### config.mk
export PLATFORM = sky130hd
export DESIGN_NAME = fir_frame_sched
export DESIGN_NICKNAME = d
export VERILOG_FILES = /design/src/rtl/fir_frame_sched.sv
export SDC_FILE = /design/constraint.sdc
export NUM_CORES = 1
export LEC_CHECK = 0
export BUFFER_PORTS_ARGS = -buffer_cell sky130_fd_sc_hd__buf_2
export CAP_MARGIN = 20
export CORE_ASPECT_RATIO = 2
export CORE_UTILIZATION = 45
export DETAILED_ROUTE_END_ITERATION = 16
export PLACE_DENSITY_LB_ADDON = 0.08
export SYNTH_ARGS = -nofsm -noshare
export SYNTH_HDL_FRONTEND = slang
export SYNTH_SLANG_ARGS = --single-unit
### constraint.sdc
create_clock -name clk -period 4.15 [get_ports clk]
set_input_delay 0.6225 -clock clk [delete_from_list [all_inputs] [get_ports clk]]
set_output_delay 0.6225 -clock clk [all_outputs]
set_load 0.02 [all_outputs]
### src/rtl/fir_frame_sched.sv
// fir_frame_sched
// Pixel-clock controller between the CPU register side and the sobel datapath.
// FIR coefficients are staged in a shadow bank and streamed into the datapath
// only after a vertical-sync edge, so one frame never sees a mixed coefficient
// set. Histogram bins are drained from the datapath through a one-entry buffer.
//
// Handshake on the histogram read side: a bin moves from the buffer to the
// consumer on every clk edge where hist_rd_valid=1 and hist_rd_ready=1. Once
// hist_rd_valid is high, hist_rd_data and hist_rd_idx are held until that
// transfer happens. A refill may happen on the same edge as the transfer, so a
// steady stream runs without bubbles.
module fir_frame_sched #(
    parameter int NUM_COEF  = 9,
    parameter int COEF_W    = 16,
    parameter int HIST_BINS = 256,
    parameter int BIN_W     = 16,
    parameter bit VS_POL    = 1'b1
) (
    input  logic                         clk,
    input  logic                         rst,
    input  logic                         vs_i,
    input  logic                         dv_i,
    input  logic                         cfg_wr,
    input  logic [$clog2(NUM_COEF)-1:0]  cfg_addr,
    input  logic [COEF_W-1:0]            cfg_data,
    input  logic                         cfg_commit,
    output logic                         cfg_busy,
    output logic                         load_done,
    output logic                         load_err,
    output logic                         fir_coef_write,
    output logic [COEF_W-1:0]            fir_coef_data,
    input  logic                         hist_bin_ready,
    input  logic [BIN_W-1:0]             hist_bin_data,
    output logic                         hist_bin_saved,
    output logic                         hist_rd_valid,
    input  logic                         hist_rd_ready,
    output logic [BIN_W-1:0]             hist_rd_data,
    output logic [$clog2(HIST_BINS)-1:0] hist_rd_idx,
    output logic                         hist_done,
    output logic [15:0]                  frame_cnt,
    output logic [1:0]                   dbg_state
);

    localparam int AW = $clog2(NUM_COEF);
    localparam int IW = $clog2(NUM_COEF + 1);
    localparam int HW = $clog2(HIST_BINS);

    // idx counts one past the coefficient currently on the bus
    localparam logic [IW-1:0] IDX_END  = IW'(NUM_COEF);
    localparam logic [AW:0]   ADDR_LIM = (AW + 1)'(NUM_COEF);
    localparam logic [HW-1:0] BIN_LAST = HW'(HIST_BINS - 1);

    typedef enum logic [1:0] {
        IDLE    = 2'd0,
        WAIT_VS = 2'd1,
        LOAD    = 2'd2
    } state_t;

    state_t             state;
    logic [IW-1:0]      idx;
    logic [COEF_W-1:0]  shadow [NUM_COEF];
    logic               vs_d;
    logic               vs_act;
    logic               vs_edge;
    logic [HW-1:0]      bin_cnt;
    logic               cap;
    logic               pop;

    assign vs_act    = (vs_i == VS_POL);
    assign vs_edge   = vs_act & ~vs_d;
    assign cap       = hist_bin_ready & (~hist_rd_valid | hist_rd_ready);
    assign pop       = hist_rd_valid & hist_rd_ready;
    assign dbg_state = state;

    // Sync-edge detector and frame counter, running in every FSM state
    always_ff @(posedge clk or negedge rst) begin
        if (!rst) begin
            vs_d      <= 1'b0;
            frame_cnt <= 16'd0;
        end else begin
            vs_d <= vs_act;
            if (vs_edge)
                frame_cnt <= frame_cnt + 16'd1;
        end
    end

    // Shadow bank: frozen while a commit is pending or a load is running
    always_ff @(posedge clk or negedge rst) begin
        if (!rst) begin
            for (int i = 0; i < NUM_COEF; i++)
                shadow[i] <= '0;
        end else if (cfg_wr && !cfg_busy && ({1'b0, cfg_addr} < ADDR_LIM)) begin
            shadow[cfg_addr] <= cfg_data;
        end
    end

    // Load sequencer: commit arms it, the next sync edge streams the bank out
    always_ff @(posedge clk or negedge rst) begin
        if (!rst) begin
            state          <= IDLE;
            idx            <= '0;
            cfg_busy       <= 1'b0;
            load_done      <= 1'b0;
            load_err       <= 1'b0;
            fir_coef_write <= 1'b0;
            fir_coef_data  <= '0;
        end else begin
            load_done <= 1'b0;
            case (state)
                IDLE: begin
                    if (cfg_commit) begin
                        state    <= WAIT_VS;
                        cfg_busy <= 1'b1;
                        load_err <= 1'b0;
                    end
                end
                WAIT_VS: begin
                    if (vs_edge) begin
                        state          <= LOAD;
                        fir_coef_write <= 1'b1;
                        fir_coef_data  <= shadow[0];
                        idx            <= IW'(1);
                    end
                end
                LOAD: begin
                    if (dv_i)
                        load_err <= 1'b1;
                    if (idx < IDX_END) begin
                        fir_coef_data <= shadow[idx[AW-1:0]];
                        idx           <= idx + 1'b1;
                    end else begin
                        fir_coef_write <= 1'b0;
                        load_done      <= 1'b1;
                        cfg_busy       <= 1'b0;
                        state          <= IDLE;
                    end
                end
                default: begin
                    state          <= IDLE;
                    cfg_busy       <= 1'b0;
                    fir_coef_write <= 1'b0;
                end
            endcase
        end
    end

    // One-entry histogram buffer; capture and hand-off can share an edge
    always_ff @(posedge clk or negedge rst) begin
        if (!rst) begin
            hist_rd_valid  <= 1'b0;
            hist_rd_data   <= '0;
            hist_rd_idx    <= '0;
            hist_bin_saved <= 1'b0;
            hist_done      <= 1'b0;
            bin_cnt        <= '0;
        end else begin
            hist_bin_saved <= cap;
            hist_done      <= cap && (bin_cnt == BIN_LAST);
            if (cap) begin
                hist_rd_data  <= hist_bin_data;
                hist_rd_idx   <= bin_cnt;
                hist_rd_valid <= 1'b1;
                bin_cnt       <= (bin_cnt == BIN_LAST) ? '0 : bin_cnt + 1'b1;
            end else if (pop) begin
                hist_rd_valid <= 1'b0;
            end
        end
    end

endmodule
Yosys cells after proc, flatten, opt, wreduce, memory -nomap -nowiden:

Cells that the tools add are included.

* $lt $le $gt $ge: 5
* bitwise logic cells: 10
* add/subtract/negate cells: 3
* muxes and demuxes: 29
* equality and inequality tests: 8
* reductions and logical operators: 14

Operators with widths (count)
* bitwise mux 144 bit: 1
* two-way mux 16 bit: 5
* binary-select mux 16 bit (select 4 bit): 1
* demux 16 bit (select 4 bit): 1
* one-hot mux 16 bit (2 select lines): 1
* adder 16 x 1 -> 16 bit (second input constant): 1
* AND reduction 3 bit: 5
* greater-or-equal comparator 5 bit (second input constant): 2
* inequality test 2 bit (second input constant): 5
* inverter 4 -> 5 bit: 2
* two-way mux 1 bit: 9
* adder 8 x 1 -> 8 bit (second input constant): 1
* == test 8 bit (second input constant): 1
* < comparator 4 bit (second input constant): 2
* two-way mux 4 bit: 2
* two-way mux 8 bit: 1
* one-hot mux 4 bit (2 select lines): 1
* two-way mux 2 bit: 3
* one-hot mux 1 bit (3 select lines): 2
* one-hot mux 2 bit (3 select lines): 1
* nonzero test 2 bit: 3
* < comparator 5 x 1 -> 1 bit (second input constant): 1
* adder 4 x 1 -> 4 bit (second input constant): 1
* logical AND 1 bit: 4
* other kinds (8): 13

* output and inout bits: 65
* bits of input ports: 44
* register bits: 222
* logic and storage cells: 93

Logic depth before layout (Yosys ltp):

Gate-level depths: netlist (run 1).

* word-level depth: 6
* gate-level depth with buffers: 11
* gate-level depth less buffers: 7

Least setup slack after synthesis (run 1):

No wires, ideal clock.

* path type: register -> register
* from: register idx[0]
* to: register fir_coef_data[13]
* data required time: 4.047 ns
* cell stages (with the launch flop): 11
* data arrival time: 2.010 ns
* library setup time: 0.103 ns
* path buffers: 4
* slack: 2.036 ns
* clock period less this slack: 2.114 ns
* cell sequence: dfrtp_1 buf_2 buf_2 inv_1 ha_1 nand2b_1 a21o_1 clkbuf_1 clkbuf_1 nand3_1 o41ai_2

* cells in the longest elaborated chain, start to end: 6
* elaborated cells on any way between the ends: 9
* classes of those cells: 1 x order compare; 1 x eq/ne; 5 x mux; 1 x bitwise; 1 x reduce/logical

RTL lines
* start, declared: RTL line 60 `logic [IW-1:0] idx;`
* start signal, assigned: RTL line 130 `idx <= idx + 1'b1;`
* inverter 4 -> 5 bit (not written as such): RTL line 129 `fir_coef_data <= shadow[idx[AW-1:0]];`
* binary-select mux 16 bit (select 4 bit): RTL line 129
* two-way mux 16 bit (not written as such) (2 in a row): RTL line 129
* two-way mux 16 bit: RTL line 128 `if (idx < IDX_END) begin`
* one-hot mux 16 bit (2 select lines): RTL line 109 `case (state)`
* end signal, assigned: RTL line 121 `fir_coef_data <= shadow[0];`
* end signal, assigned: RTL line 129
* end, declared: RTL line 31 `output logic [COEF_W-1:0] fir_coef_data,`

Parallel ways exist; a longest one is shown, timed or not. The select of a mux whose other input is x is not followed.
A chain may end at the register's enable or synchronous reset.

Final worst setup path (run 1):

* from: register idx[0]
* to: register fir_coef_data[14]

The elaborated chain is that of the path after synthesis.

==> out/metrics.cfg, run 1 <==
[clock_tree]
h-tree-depth = 1
cts_made_buffers = 21
cts_setup_buffers = 0
cts_resized = 0
clk_pin_slew_ns = 0.07
ctsHoldBuffers = 0
cts_tree = done
cts_root_buffer = clkbuf_16
clkLatencyLatePin_ns = 0.51
cts_buffer_depth = 3
clock_sinks = 222

[global_route]
grt_pass1_vias = 7190
grt_use_total_pct = 22.8
grt_pass1_wl_um = 39300
grt_start_max_net_pins = 139
grt-ovfl-total = 0
grt_antenna_before_repair = 0

[sta]
slew_violations = 0
hold_viol = 0
slew-limit-headroom_pct = 25.9
max_freq_ghz = 0.369
setup_violations = 0
rsz0062_at_grt = false
finalCritPeriodShare_pct = 65.2
period_needed_ns = 2.71
setup_tns_ns = 0
finClkSkew_ns = 0.0146
tightest_slew_ns = 1.11
hold_ws_ns = 0.238

[layout]
syn2layout_area_growth_pct = 14.1
nets = 898
antenna_cells_inserted = 0
utilization_pct = 52.5
drive_above_1_share_pct = 39.6
layout.cells.non_filler = 1137

[logic_synthesis]
yosysSeqAreaShare_pct = 55.9
syn_inst = 749
synth_cell_types = 42
synth_compound_area_share_pct = 6.63
yosysMostFrequentCell = dfrtp_1
synthMuxAreaShare_pct = 25.7
async_reset_ff_share_pct = 100
synth_edf_count = 0
synth_top_area_share_pct = 55.9
ys_warn_count = 0
synth_area_leaders = dfrtp_1, mux2_2, mux2i_1, o22ai_1, nand3_1
synthFlopType = dfrtp_1
syn_avg_cell_area_um2 = 13.3
synthXorXnorAreaFrac_pct = 1.85
synth_simple_gate_area_share_pct = 6.58
synth_top_family_by_area = multiplexers
synth_nets = 797
syn_area_mm2 = 0.00993
synth_fa_ha_area_share_pct = 0.504
synth_area_leader_cell = dfrtp_1
synth_seq_cells = 222
synth_common_cells = dfrtp_1, mux2_2, mux2i_1, nor2_1, o22ai_1

[critical_path]
crit_slowest_cell = dfrtp_2
path_buf_inv = 0
endpoint_kind = flip-flop
cp_slowest_stage_delay_ns = 0.85
crit_type = flip-flop to flip-flop
required_ns = 4.52
critPathMaxFanout = 27
cp_cell_sequence = nand2b_1 -> o22ai_1 -> a2111oi_0 -> o41ai_1
startpoint_type = flip-flop
cp_top_family = compound AO/OA/AOI/OAI gates
arrival_ns = 3.08

[floorplan]
initial_core_util_pct = 46.0
fp.dieW_um = 107
die_y_um = 212
core_mm2 = 0.0216
rows = 76
die_area_mm2 = 0.0227
pin_count = 109

[min_path]
worst_hold_path_type = input pin to flip-flop

[placement]
place.gp.congestion = 0.821
dpl.hpwl_um = 16000
placed_cells = 1099
numPortBuffers = 108

[job]
max_cap_viol_count = 0

[power_and_ir_drop]
vdd_drop_max_uv = 338
powerDensity_mw_per_mm2 = 670
p_leak_nw = 5.40

[drt]
vias_per_cell = 5.76
vias = 6546
drtAntennaViolNets = 0
wl_um = 24600
drt-initial-drc-count = 384
avgRoutedWirePerCell_um = 21.6
post-route-drc-count = 0
drtPass1Iterations = 5

[outcome]
outcome = finished clean

-- cells by family (layout without fill, tap and decap cells) --
family,count (synthesis),in the layout
flops,222,222
xor+xnor,21,21
mux,233,233
compound gates,96,96
fa+ha+maj,4,4
buf+inv,51,166
simple gates,122,122
-- layout make-up --
class / count / area, um^2
Clock buffer: 25 / 561
Clock inverter: 12 / 95.1
Fill cell: 1880 / 10200
Inverter: 8 / 30.0
Multi-Input combinational cell: 476 / 4100
Sequential cell: 222 / 5560
Tap cell: 273 / 342
Timing Repair Buffer: 121 / 656
-- flip-flops by register name, indices dropped and copies added (netlist names), 2 cells and up --
| register | count |
|---|---|
| dbg_state | 2 |
| shadow | 144 |
| idx | 4 |
| fir_coef_data | 16 |
| hist_rd_data | 16 |
| frame_cnt | 16 |
| bin_cnt | 8 |
| hist_rd_idx | 8 |
-- cell usage in the layout (no fill, tap or decap), drive strengths merged, types with 2 or more instances in the layout --
cell     instances
a2111oi         12
a21oi           25
a22oi            4
and2             5
and3             4
and4             2
buf            121
clkbuf          25
clkinv           8
dfrtp          222
ha               4
inv             10
mux2           177
mux2i           56
nand2           18
nand2b           7
nand3           27
nand3b           3
nand4            5
nand4b           2
nor2            33
nor2b            8
nor3b            2
o21a             4
o21ai            6
o22ai           28
o41ai           16
or3              2
xnor2           14
xor2             7
-- per-stage QoR --
step                setup WS [ns]  power [mW]  cell area [um^2]
floorplan                    2.04        5.08              9930
global placement             1.48        5.67             10700
detailed placement           1.43        5.79             10700
CTS                          1.41        7.68             11300
global route                 1.27        8.03             11300
finish                       1.44        7.60             11300
-- power by group --
group | leakage (nW) | switching (mW) | total [mW] | internal (mW)
logic | 2.25 | 1.10 | 2.20 | 1.10
clock network | 0.330 | 0.832 | 1.87 | 1.03
registers | 2.82 | 0.589 | 3.53 | 2.94
-- worst paths after layout --
kind | start | endpoint | slack (ns) | cells after the start
worst max-delay path | idx[0]$_DFFE_PN0P_ | fir_coef_data[14]$_DFFE_PN0P_ | 1.44 | 4
max in group asynchronous | rst | shadow[72]$_DFFE_PN0P_ | 2.78 | 2
worst max register to register | idx[0]$_DFFE_PN0P_ | fir_coef_data[14]$_DFFE_PN0P_ | 1.44 | 4
worst min-delay path | vs_i | vs_d$_DFF_PN0_ | 0.24 | 1
worst min register to register | frame_cnt[15]$_DFFE_PN0P_ | frame_cnt[15]$_DFFE_PN0P_ | 0.49 | 1
min in group asynchronous | rst | vs_d$_DFF_PN0_ | 0.26 | 1
-- worst register-to-register path, stage by stage (launching register included) --
cell and delay [ns]:
dfrtp_2 0.85, nand2b_1 0.77, o22ai_1 0.28, a2111oi_0 0.51, o41ai_1 0.17
-- routing by layer --
| layer | wire length [um] | global-route usage, % | share of wire, % | up-vias |
|---|---|---|---|---|
| li1 | - | - | - | 2946 |
| met4 | 805 | 9.87 | 3.3 | 0 |
| met2 | 13800 | 43.3 | 56 | 175 |
| met5 | 0 | 0 | 0 | - |
| met3 | 847 | 2.48 | 3.4 | 51 |
| met1 | 9140 | 25.1 | 37 | 3374 |
(Power assumes the default switching activity.)
==> run 2, diff against run 1 <==
==> constraint.sdc (replaced) <==
create_clock -name clk -period 2.47 [get_ports clk]
set_input_delay 0.3705 -clock clk [delete_from_list [all_inputs] [get_ports clk]]
set_output_delay 0.3705 -clock clk [all_outputs]
set_load 0.02 [all_outputs]
==> run 2 against run 1 <==
Against the previous run: final cell count increased by 1.8%; clock-buffer cell count increased by 6; maximum frequency increased by 36%; non-clock buffer count increased by 19; combinational power increased by 77%; largest power group unchanged.
==> out/metrics.cfg, run 2 (synthesis gave the netlist of run 1 again) <==
[layout]
final_cell_mix = dfrtp_1, mux2_2, buf_2
largest_reg_flops = 144
syn2layout_area_growth_pct = 17.6
nets = 918
layout.cells.non_filler = 1158
antenna_cells_inserted = 0
drive_above_1_share_pct = 40.7
mostFrequentLayoutCell = dfrtp_1
top_register = shadow

[sta]
finalCritPeriodShare_pct = 80.5
rsz0062_at_grt = false
slew_violations = 0
max_freq_ghz = 0.503
finClkSkew_ns = 0.0112
period_needed_ns = 1.99
tightest_slew_ns = 0.614
hold_viol = 0
slew-limit-headroom_pct = 59.0
setup_violations = 0
setup_tns_ns = 0

[placement]
numPortBuffers = 108
dpl.hpwl_um = 17000
place.gp.congestion = 0.815
placed_cells = 1117

[critical_path]
critPathMaxFanout = 18
rrSetupSlack_ns = 0.48
reg2reg_to = fir_coef_data[9]$_DFFE_PN0P_
reg2reg_from = idx[1]$_DFFE_PN0P_
worstRegToRegCells = 5
crit_type = flip-flop to flip-flop
cp_top_family = compound AO/OA/AOI/OAI gates
path_buf_inv = 1
required_ns = 2.83
arrival_ns = 2.35
startpoint_type = flip-flop
cp_slowest_stage_delay_ns = 0.49
crit_slowest_cell = dfrtp_1
cp_cell_sequence = buf_4 -> mux2i_1 -> o22ai_1 -> a2111oi_0 -> o41ai_1
endpoint_kind = flip-flop

[power_and_ir_drop]
comb_power_share_pct = 28.8
vdd_drop_max_uv = 591
net-switching-power_mw = 4.32
p_leak_nw = 5.57
pwr-share-clk_pct = 27.8
switching_share_pct = 31.9
seq_power_share_pct = 43.4
powerDensity_mw_per_mm2 = 1160
intPower_mw = 9.22

[drt]
drtAntennaViolNets = 0
post-route-drc-count = 0
wl_um = 25700
avgRoutedWirePerCell_um = 22.2
drt-initial-drc-count = 260
vias_per_cell = 5.70
drtPass1Iterations = 4
vias = 6603

[floorplan]
die_area_mm2 = 0.0227
core_mm2 = 0.0216
pin_count = 109
initial_core_util_pct = 46.0
fp.dieW_um = 107
die_y_um = 212
rows = 76

[clock_tree]
cts_tree = done
clkLatencyLatePin_ns = 0.50
cts_root_buffer = clkbuf_16
h-tree-depth = 1
cts_buffer_depth = 3
clk_pin_slew_ns = 0.06
cts_resized = 0
cts_setup_buffers = 0
cts_made_buffers = 22
clock_sinks = 222

[outcome]
outcome = finished clean

[min_path]
worst_hold_path_type = input pin to flip-flop
hp-start = hist_bin_data[14]
min_to = hist_rd_data[14]$_DFFE_PN0P_
hold_path_depth = 2

[global_route]
grt_use_total_pct = 23.4
grt_antenna_before_repair = 0
grt_pass1_vias = 7215
grt_start_max_net_pins = 67
grt_pass1_wl_um = 40200
grt-ovfl-total = 0

[job]
max_cap_viol_count = 0

run 2: cell count changes in the layout (fill, tap and decap cells not counted), sizes merged:
cell         before  now
bufinv            1    5
clkinv            8    2
dlygate4sd3       0    2
inv              10    8
clkbuf           25   31
buf             121  138
run 2: through the flow:
stage	power [mW]	cell area (um^2)	util (%)	worst slack (ns)	hold slack [ns]
6_report	13.5	11700	54.1	0.481	0.107
5_1_grt	14.2	11700	54.1	0.256	0.0944
4_1_cts	13.7	11700	54.1	0.436	0.0877
3_5_place_dp	9.86	10800	50.2	0.431	0.363
3_3_place_gp	9.70	10800	50.2	0.478	0.362
2_1_floorplan	8.53	9930	-	0.356	0.0749
run 2: worst register-to-register path, cell delays in order, from the launching register on:
cell,delay (ns)
dfrtp_1,0.49
buf_4,0.37
mux2i_1,0.29
o22ai_1,0.10
a2111oi_0,0.45
o41ai_1,0.15
run 2: worst max path at each step:
stage | depth (start not counted) | to | slack, ns | startpoint
after CTS | 5 | fir_coef_data[8]$_DFFE_PN0P_ | 0.44 | idx[0]$_DFFE_PN0P_
after detailed placement | 5 | fir_coef_data[8]$_DFFE_PN0P_ | 0.43 | idx[0]$_DFFE_PN0P_
final | 5 | fir_coef_data[9]$_DFFE_PN0P_ | 0.48 | idx[1]$_DFFE_PN0P_
after floorplan | 10 | fir_coef_data[13]$_DFFE_PN0P_ | 0.36 | idx[0]$_DFFE_PN0P_
after global placement | 5 | fir_coef_data[8]$_DFFE_PN0P_ | 0.48 | idx[0]$_DFFE_PN0P_
after global routing | 5 | fir_coef_data[9]$_DFFE_PN0P_ | 0.26 | idx[1]$_DFFE_PN0P_
run 2: power groups by stage:
stage               combinational [mW]  clock [mW]  sequential, mW
finish                            3.90        3.76            5.88
global route                      4.23        3.99            6.03
CTS                               3.95        3.86            5.87
detailed placement                3.93           0            5.93
global placement                  3.83           0            5.87
floorplan                         2.63           0            5.90
run 2: layout make-up:
type	count	area, um^2
sequential	222	5560
multi-input combinational	476	4100
inverter	8	30.0
timing repair buffer	140	833
tap	273	342
clock inverter	8	168
fill	1834	9900
clock buffer	31	656
run 2: metal layers:
layer  GRT usage, %  part of all wire [%]
met1           25.1                    37
met2           45.6                    56
met3           2.70                   3.8
met4           9.26                   3.6
met5              0                     0
run 2: repair_timing:
item	CTS	global route
hold endpoints to repair	63	0
hold buffers	2	0
endpoints found under the setup margin	0	0
